$ cat src/rtl/cam_sensor_emulator.sv
// Parallel video source standing in for an MT9V034 sensor.
// It emits FRAME_VALID, LINE_VALID and 10-bit DATA with exact blanking and
// selectable test patterns. Every output comes from a flop and is computed from
// next-state values, so it changes on the same edge as the state that it reflects.
module cam_sensor_emulator #(
  parameter int unsigned H        = 752,
  parameter int unsigned V        = 480,
  parameter int unsigned HBLANK   = 94,
  parameter int unsigned FV_LEAD  = 4,
  parameter int unsigned FV_TRAIL = 4,
  parameter int unsigned VBLANK   = 1000
) (
  input  logic       CLK,
  input  logic       RST,
  input  logic       ENABLE,
  input  logic [1:0] PATTERN,
  output logic       FRAME_VALID,
  output logic       LINE_VALID,
  output logic [9:0] DATA,
  output logic       FRAME_DONE,
  output logic [7:0] FRAME_COUNT
);

  localparam int unsigned ColW  = $clog2(H);
  localparam int unsigned RowW  = (V > 1) ? $clog2(V) : 1;
  localparam int unsigned Max01 = (FV_LEAD > HBLANK) ? FV_LEAD : HBLANK;
  localparam int unsigned Max23 = (FV_TRAIL > VBLANK) ? FV_TRAIL : VBLANK;
  localparam int unsigned CntMx = (Max01 > Max23) ? Max01 : Max23;
  localparam int unsigned CntW  = $clog2(CntMx + 1);

  typedef enum logic [2:0] {
    StIdle,
    StFvLead,
    StLine,
    StHblank,
    StFvTrail,
    StVbl
  } state_e;

  state_e            state_q, state_d;
  logic [CntW-1:0]   cnt_q, cnt_d;
  logic [ColW-1:0]   col_q, col_d;
  logic [RowW-1:0]   row_q, row_d;
  logic [1:0]        pat_q, pat_d;
  logic [7:0]        fc_q, fc_d;
  logic [7:0]        count_q, count_d;
  logic              fv_q, fv_d;
  logic              lv_q, lv_d;
  logic              done_q, done_d;
  logic [9:0]        data_q, data_d;
  logic [9:0]        col10, row10;

  // Next-state sequencing of the frame timing; blanking counters restart at 0 on entry.
  always_comb begin
    state_d = state_q;
    cnt_d   = cnt_q;
    col_d   = col_q;
    row_d   = row_q;
    pat_d   = pat_q;
    fc_d    = fc_q;
    count_d = count_q;
    unique case (state_q)
      StIdle: begin
        if (ENABLE) begin
          state_d = StFvLead;
          cnt_d   = '0;
          col_d   = '0;
          row_d   = '0;
          pat_d   = PATTERN;
          fc_d    = count_q;
        end
      end
      StFvLead: begin
        if (cnt_q == CntW'(FV_LEAD - 1)) begin
          state_d = StLine;
          cnt_d   = '0;
          col_d   = '0;
        end else begin
          cnt_d = cnt_q + 1'b1;
        end
      end
      StLine: begin
        if (col_q == ColW'(H - 1)) begin
          cnt_d = '0;
          if (row_q == RowW'(V - 1)) begin
            state_d = StFvTrail;
          end else begin
            state_d = StHblank;
            row_d   = row_q + 1'b1;
          end
        end else begin
          col_d = col_q + 1'b1;
        end
      end
      StHblank: begin
        if (cnt_q == CntW'(HBLANK - 1)) begin
          state_d = StLine;
          cnt_d   = '0;
          col_d   = '0;
        end else begin
          cnt_d = cnt_q + 1'b1;
        end
      end
      StFvTrail: begin
        if (cnt_q == CntW'(FV_TRAIL - 1)) begin
          state_d = StVbl;
          cnt_d   = '0;
          count_d = count_q + 8'd1;
        end else begin
          cnt_d = cnt_q + 1'b1;
        end
      end
      StVbl: begin
        if (cnt_q == CntW'(VBLANK - 1)) begin
          cnt_d = '0;
          if (ENABLE) begin
            state_d = StFvLead;
            col_d   = '0;
            row_d   = '0;
            pat_d   = PATTERN;
            fc_d    = count_q;
          end else begin
            state_d = StIdle;
          end
        end else begin
          cnt_d = cnt_q + 1'b1;
        end
      end
      default: state_d = StIdle;
    endcase
  end

  // Output values for the cycle that follows, derived from the next state.
  always_comb begin
    col10  = 10'(col_d);
    row10  = 10'(row_d);
    fv_d   = (state_d == StFvLead) || (state_d == StLine) ||
             (state_d == StHblank) || (state_d == StFvTrail);
    lv_d   = (state_d == StLine);
    done_d = (state_d == StVbl) && (state_q != StVbl);
    data_d = '0;
    if (lv_d) begin
      unique case (pat_d)
        2'd0: data_d = col10;
        2'd1: data_d = row10;
        2'd2: data_d = (col10[3] ^ row10[3]) ? 10'h3FF : 10'h000;
        2'd3: data_d = col10 + row10 + {2'b00, fc_d};
        default: data_d = '0;
      endcase
    end
  end

  // State and output registers; reset clears everything immediately.
  always_ff @(posedge CLK or negedge RST) begin
    if (!RST) begin
      state_q <= StIdle;
      cnt_q   <= '0;
      col_q   <= '0;
      row_q   <= '0;
      pat_q   <= '0;
      fc_q    <= '0;
      count_q <= '0;
      fv_q    <= 1'b0;
      lv_q    <= 1'b0;
      done_q  <= 1'b0;
      data_q  <= '0;
    end else begin
      state_q <= state_d;
      cnt_q   <= cnt_d;
      col_q   <= col_d;
      row_q   <= row_d;
      pat_q   <= pat_d;
      fc_q    <= fc_d;
      count_q <= count_d;
      fv_q    <= fv_d;
      lv_q    <= lv_d;
      done_q  <= done_d;
      data_q  <= data_d;
    end
  end

  assign FRAME_VALID = fv_q;
  assign LINE_VALID  = lv_q;
  assign DATA        = data_q;
  assign FRAME_DONE  = done_q;
  assign FRAME_COUNT = count_q;

endmodule
$ cat config.mk
export PLATFORM = sky130hd
export DESIGN_NAME = cam_sensor_emulator
export DESIGN_NICKNAME = d
export VERILOG_FILES = /design/src/rtl/cam_sensor_emulator.sv
export SDC_FILE = /design/constraint.sdc
export NUM_CORES = 1
export LEC_CHECK = 0
export CORE_MARGIN = 4
export CORE_UTILIZATION = 46
export CTS_CLUSTER_SIZE = 8
export DETAILED_ROUTE_END_ITERATION = 8
export PLACE_DENSITY = 0.64
export SYNTH_ARGS = -nofsm -noshare
export SYNTH_HDL_FRONTEND = slang
export SYNTH_SLANG_ARGS = --single-unit
$ cat constraint.sdc
create_clock -name CLK -period 5.58 [get_ports CLK]
set_clock_uncertainty 0.05 [all_clocks]
set_input_delay 1.116 -clock CLK [delete_from_list [all_inputs] [get_ports CLK]]
set_output_delay 1.116 -clock CLK [all_outputs]
set_load 0.01 [all_outputs]
After elaboration in Yosys (flattened, before gate mapping)
Cells that the tools add are included.
{"block": "op_classes", "n_eq_ne": 21, "n_mux": 35, "reduce_logical": 10, "add_sub_neg": 6, "n_bitwise": 1}
{"cell": "two-way mux 10 bit", "count": 12}
{"cell": "case mux 10 bit (5 select lines)", "count": 2}
{"cell": "case mux 10 bit (4 select lines)", "count": 1}
{"cell": "two-way mux 9 bit", "count": 4}
{"cell": "case mux 9 bit (3 select lines)", "count": 1}
{"cell": "two-way mux 3 bit", "count": 7}
{"cell": "adder 10 x 1 -> 10 bit (second input constant)", "count": 2}
{"cell": "equality test 10 bit (second input constant)", "count": 2}
{"cell": "case mux 3 bit (6 select lines)", "count": 1}
{"cell": "two-way mux 8 bit", "count": 2}
{"cell": "case mux 8 bit (2 select lines)", "count": 1}
{"cell": "equality test 3 x 2 -> 1 bit (second input constant)", "count": 4}
{"cell": "equality test 3 bit (second input constant)", "count": 4}
{"cell": "adder 10 x 8 -> 10 bit", "count": 1}
{"cell": "adder 10 x 9 -> 10 bit", "count": 1}
{"cell": "equality test 10 x 2 -> 1 bit (second input constant)", "count": 1}
{"cell": "equality test 10 x 7 -> 1 bit (second input constant)", "count": 1}
{"cell": "adder 9 x 1 -> 9 bit (second input constant)", "count": 1}
{"cell": "equality test 9 bit (second input constant)", "count": 1}
{"cell": "adder 8 x 1 -> 8 bit (second input constant)", "count": 1}
{"cell": "equality test 3 x 1 -> 1 bit (second input constant)", "count": 2}
{"cell": "nonzero test 5 bit", "count": 1}
{"cell": "equality test 2 bit (second input constant)", "count": 2}
{"cell": "two-way mux 2 bit", "count": 2}
{"cell": "other kinds (13)", "count": 16}
{"block": "totals", "output_inout_bits": 21, "in_bits": 5, "ff_bits": 63, "elab_cells": 84}

Longest topological paths before layout
{"block": "logic_depth", "depth_word": 8, "mapped_depth": 18, "depth_no_buf": 18}

Worst setup path before layout
No wires, ideal clock.
{"block": "synth_timing", "path_kind": "register -> register", "start": "register cnt_q[0]", "end": "register data_q[9], in the netlist DATA[9]", "t_arrival_ps": 4533, "path_stages_with_launch": 17, "setup_ps": 101, "n_path_buf": 0, "period_less_slack_ps": 4684, "slack_ps": 896, "required_ps": 5429, "cell_sequence": "dfrtp_1 ha_1 or3b_4 nor3_4 a21oi_1 a211oi_1 nand2_1 a22o_1 fa_1 ha_1 fa_1 a21oi_1 o211ai_1 o41ai_1 xor2_1 or4b_1 o311ai_2"}
{"block": "synth_via", "elab_chain_cells": 7, "elab_cells_between_ends": 29, "classes_between": "add/sub (2); eq/ne (7); mux (18); bitwise (1); reduce/logical (1)"}
{"element": "from (decl)", "line": "41", "rtl": "logic [CntW-1:0] cnt_q, cnt_d;"}
{"element": "from (signal assigned)", "line": "169", "rtl": "cnt_q <= cnt_d;"}
{"element": "equality test 10 bit, or another cell as far along", "line": "114", "rtl": "if (cnt_q == CntW'(VBLANK - 1)) begin"}
{"element": "two-way mux 10 bit (on tied branches)", "line": "114, 74, 96"}
{"element": "case mux 10 bit (5 select lines) *", "line": "62", "rtl": "unique case (state_q)"}
{"element": "named net col10[1]", "line": "51", "rtl": "logic [9:0] col10, row10;"}
{"element": "adder 10 x 9 -> 10 bit *", "line": "147", "rtl": "2'd3: data_d = col10 + row10 + {2'b00, fc_d};"}
{"element": "adder 10 x 8 -> 10 bit *", "line": "147"}
{"element": "case mux 10 bit (4 select lines) *", "line": "143", "rtl": "unique case (pat_d)"}
{"element": "two-way mux 10 bit *", "line": "142", "rtl": "if (lv_d) begin"}
{"element": "named net data_d[9]", "line": "50", "rtl": "logic [9:0] data_q, data_d;"}
{"element": "to (signal assigned)", "line": "178", "rtl": "data_q <= data_d;"}
{"element": "to (decl)", "line": "50"}
The timed path passes the listed nets; every way through them passes the cells marked *.
A chain may end at the register's enable or synchronous reset.

Final worst setup path
{"block": "layout_timing", "start": "input ENABLE", "end": "register data_q[9], in the netlist DATA[9]"}
{"block": "layout_via", "elab_chain_cells": 7, "elab_cells_between_ends": 27, "classes_between": "add/sub (2); eq/ne (4); mux (19); bitwise (1); reduce/logical (1)"}
{"element": "from (decl)", "line": "15", "rtl": "input logic ENABLE,"}
{"element": "two-way mux 9 bit *", "line": "64, 116"}
{"element": "two-way mux 9 bit", "line": "114"}
{"element": "case mux 9 bit (3 select lines) *", "line": "62"}
{"element": "named net row_d[1]", "line": "43", "rtl": "logic [RowW-1:0] row_q, row_d;"}
{"element": "adder 10 x 9 -> 10 bit *", "line": "147"}
{"element": "adder 10 x 8 -> 10 bit *", "line": "147"}
{"element": "case mux 10 bit (4 select lines) *", "line": "143"}
{"element": "two-way mux 10 bit *", "line": "142"}
{"element": "named net data_d[9]", "line": "50"}
Marks and branches as above.

==> impl_metrics.py <==
metrics = {
    "status": {
        "outcome": "finished clean",
    },
    "logic_synthesis": {
        "ys_seq_elements": 63,
        "synth_xor_area_share_pct": 3.18,
        "syn_nets": 471,
        "yosys.area_share.simple_pct": 19.6,
        "ys_types": 66,
        "synth_compound_area_share_pct": 21.8,
        "syn_area_um2": 4130,
        "synth_top_family_by_area": "compound AO/OA/AOI/OAI gates",
        "synth-edff-count": 0,
        "async_flop_share_pct": 100,
        "synth_top_cell_by_area": "dfrtp_1",
        "synth_ff_type": "dfrtp_1",
        "yosysWarnings": 0,
        "synth_fa_ha_area_share_pct": 8.60,
        "synth_mux_area_share_pct": 3.33,
        "synth_area_per_cell_um2": 9.33,
        "synth_top_area_share_pct": 38.1,
        "ys_seq_area_share_pct": 38.1,
        "ys_top_cells_by_area": "dfrtp_1 (38%), fa_1 (4.4%), ha_1 (4.2%)",
        "synthCells": 443,
    },
    "detailed_routing": {
        "first_pass_iters": 5,
        "drc": 0,
        "avgRoutedWirePerCell_um": 17.2,
        "drt_iter0_markers": 210,
        "routed_wirelength_um": 10200,
        "via_count": 3488,
        "via_per_inst": 5.91,
        "ant_nets": 0,
    },
    "clock_tree": {
        "cts.sinks": 63,
        "cts_setup_buffers": 0,
        "clk_pin_slew_worst_paths_ns": 0.08,
        "ctsHoldBuffers": 0,
        "cts_resized": 0,
        "htreeDepth": 3,
        "cts_buffers": 9,
        "cts_buffer_depth": 2,
        "cts_tree": "done",
        "clk-insertion-delay-late_ns": 0.35,
        "cts_root_buf": "clkbuf_8",
    },
    "worst_setup_path": {
        "required_ns": 5.78,
        "start_kind": "input pin",
        "crit_path_start": "ENABLE",
        "end_kind": "flip-flop",
        "critPathCapture": "DATA[9]",
        "critPathKind": "input pin to flip-flop",
        "worstPathMaxFanout": 7,
        "r2r-start": "cnt_q[0]",
        "regToRegEndpoint": "DATA[9]",
        "r2r_slack_ns": 0.59,
        "rr_worst_depth": 16,
        "critPathArrivalTime_ns": 5.28,
    },
    "final_layout": {
        "multiInputGateArea_um2": 2340,
        "finish.instance_area_um2": 4750,
        "fin_cells": 590,
        "final_layout_size_suffix_gt1_share_pct": 12.7,
        "fin_util_pct": 54.5,
        "ff_latch_area_um2": 1580,
        "fillers": 748,
        "antennaDiodeCount": 0,
        "syn2layout_area_growth_pct": 15.0,
        "nNetsFinal": 505,
    },
    "die": {
        "die_w_um": 103,
        "die-height_um": 103,
        "io_pins": 26,
        "core_um2": 8720,
        "initial_utilization_pct": 47.4,
        "num_rows": 34,
        "die_area_um2": 10600,
    },
    "timing": {
        "fin_crit_ns": 5.08,
        "final_max_slew_viol_count": 0,
        "max_freq_mhz": 197,
        "finalCritPeriodShare_pct": 91.1,
        "rsz0062_at_grt": "false",
        "finalHoldWorstSlack_ns": 0.440,
        "max_slew_margin_pct": 23.5,
        "worst_pin_slew_ns": 1.15,
        "hold_viol_final": 0,
        "setup_viol": 0,
        "setup_tns_ns": 0,
    },
    "global_routing": {
        "grt_pass1_vias": 3269,
        "grt_pass1_wl_um": 16700,
        "antenna_found_initial": 0,
        "grt_max_degree": 64,
        "track_usage_pct": 20.6,
        "overflow": 0,
    },
    "power_and_ir_drop": {
        "ir_drop_uv": 106,
        "leakage_uw": 0.00216,
        "powerDensity_nw_per_um2": 186,
    },
    "place": {
        "placed_cells": 574,
        "hpwl_um": 7500,
        "gp_congestion": 0.939,
        "placed_area_um2": 4550,
        "port_buffers": 25,
    },
    "flow_run": {
        "drv_cap": 0,
    },
    "worst_hold_path": {
        "hold_path_class": "flip-flop to flip-flop",
    },
}
[Yosys cell counts, types with 3 or more instances]
library cell,n
dfrtp_1,63
inv_1,44
nand2_1,38
nor2_1,23
nand3_1,22
o21ai_0,21
a21oi_1,18
ha_1,14
clkbuf_1,11
xnor2_1,11
nand2b_1,10
fa_1,9
nand4_1,9
nor3_1,9
a21o_1,8
mux2_2,8
a211oi_1,7
a221oi_1,7
and3_1,7
nor4_1,7
a31oi_1,5
o211ai_1,5
o21bai_1,5
a31o_2,4
nor2b_1,4
o21a_1,4
o22ai_1,4
xor2_1,4
a21boi_0,3
a221oi_2,3
and2_1,3
and4_1,3
buf_2,3
o221ai_1,3
[sequential cells by signal, summed over array words and instances, names as in the netlist]
register     flops
FRAME_DONE       1
FRAME_COUNT      8
col_q           10
cnt_q           10
LINE_VALID       1
state_q          3
FRAME_VALID      1
DATA            10
pat_q            2
row_q            9
fc_q             8
[power by group]
group	switching (uW)	internal [uW]	total [uW]
combinational	11.0	2.90	13.9
sequential	0	456	456
clock	203	211	413
[layer usage]
layer | global-route usage, % | vias up | wire [um]
li1 | - | 1681 | -
met1 | 29.8 | 1679 | 4870
met2 | 30.8 | 107 | 4570
met3 | 4.06 | 21 | 486
met4 | 7.17 | 0 | 240
met5 | 0 | - | 0
[cell families after synthesis]
kind of cell    Yosys count
compound gates          119
xor+xnor                 15
fa+ha+maj                23
buf+inv                  58
flops                    63
mux                      12
simple gates            153
[critical path, stage by stage]
cell	delay [ns]
clkdlybuf4s50_1	0.64
inv_1	0.13
a21boi_0	0.25
a31o_2	0.19
nand2_1	0.09
a22o_1	0.24
fa_1	0.50
ha_1	0.25
fa_1	0.40
a21oi_1	0.25
o211ai_1	0.16
o41ai_1	0.33
xor2_1	0.15
or4b_1	0.52
o311ai_2	0.08
[final cells by class]
class	instances	share of cell area, %
Clock buffer	9	2.61
Multi-Input combinational cell	322	49.2
Sequential cell	63	33.2
Inverter	44	3.48
Clock inverter	7	1.69
Tap cell	108	2.84
Timing Repair Buffer	37	7.06
[worst min path at each step]
stage / start / end / slack (ns) / cells past startpoint
finish: FRAME_COUNT[7] / FRAME_COUNT[7] / 0.44 / 1
global route: fc_q[3] / fc_q[3] / 0.46 / 1
CTS: FRAME_COUNT[7] / FRAME_COUNT[7] / 0.45 / 1
detailed placement: fc_q[3] / fc_q[3] / 0.43 / 1
global placement: fc_q[6] / fc_q[6] / 0.41 / 1
floorplan: fc_q[6] / fc_q[6] / 0.40 / 1
[through the flow]
step | setup WS, ns | total power [uW]
global route | 0.174 | 922
CTS | 0.594 | 899
floorplan | 0.896 | 466
global placement | 0.357 | 479
detailed placement | 0.219 | 480
finish | 0.496 | 883
[cells in the final DEF, fill, tap and decap left out, drive strengths merged, types with 5 or more instances in the layout]
| cell | Yosys | final |
|---|---|---|
| nand2b | 10 | 10 |
| a221oi | 11 | 11 |
| a211oi | 7 | 7 |
| fa | 9 | 9 |
| nand4 | 9 | 9 |
| mux2 | 8 | 8 |
| o21bai | 5 | 5 |
| buf | 3 | 13 |
| and3 | 9 | 9 |
| xnor2 | 11 | 11 |
| dfrtp | 63 | 63 |
| nand2 | 38 | 38 |
| clkbuf | 11 | 9 |
| nor4 | 7 | 7 |
| nand3 | 22 | 22 |
| a21oi | 18 | 18 |
| nor3 | 10 | 10 |
| inv | 44 | 46 |
| a21o | 9 | 9 |
| o21ai | 23 | 23 |
| a31oi | 6 | 6 |
| ha | 14 | 14 |
| o211ai | 5 | 5 |
| nor2 | 24 | 24 |
| clkdlybuf4s50 | 0 | 24 |
Power figures use the tool's default switching activity.
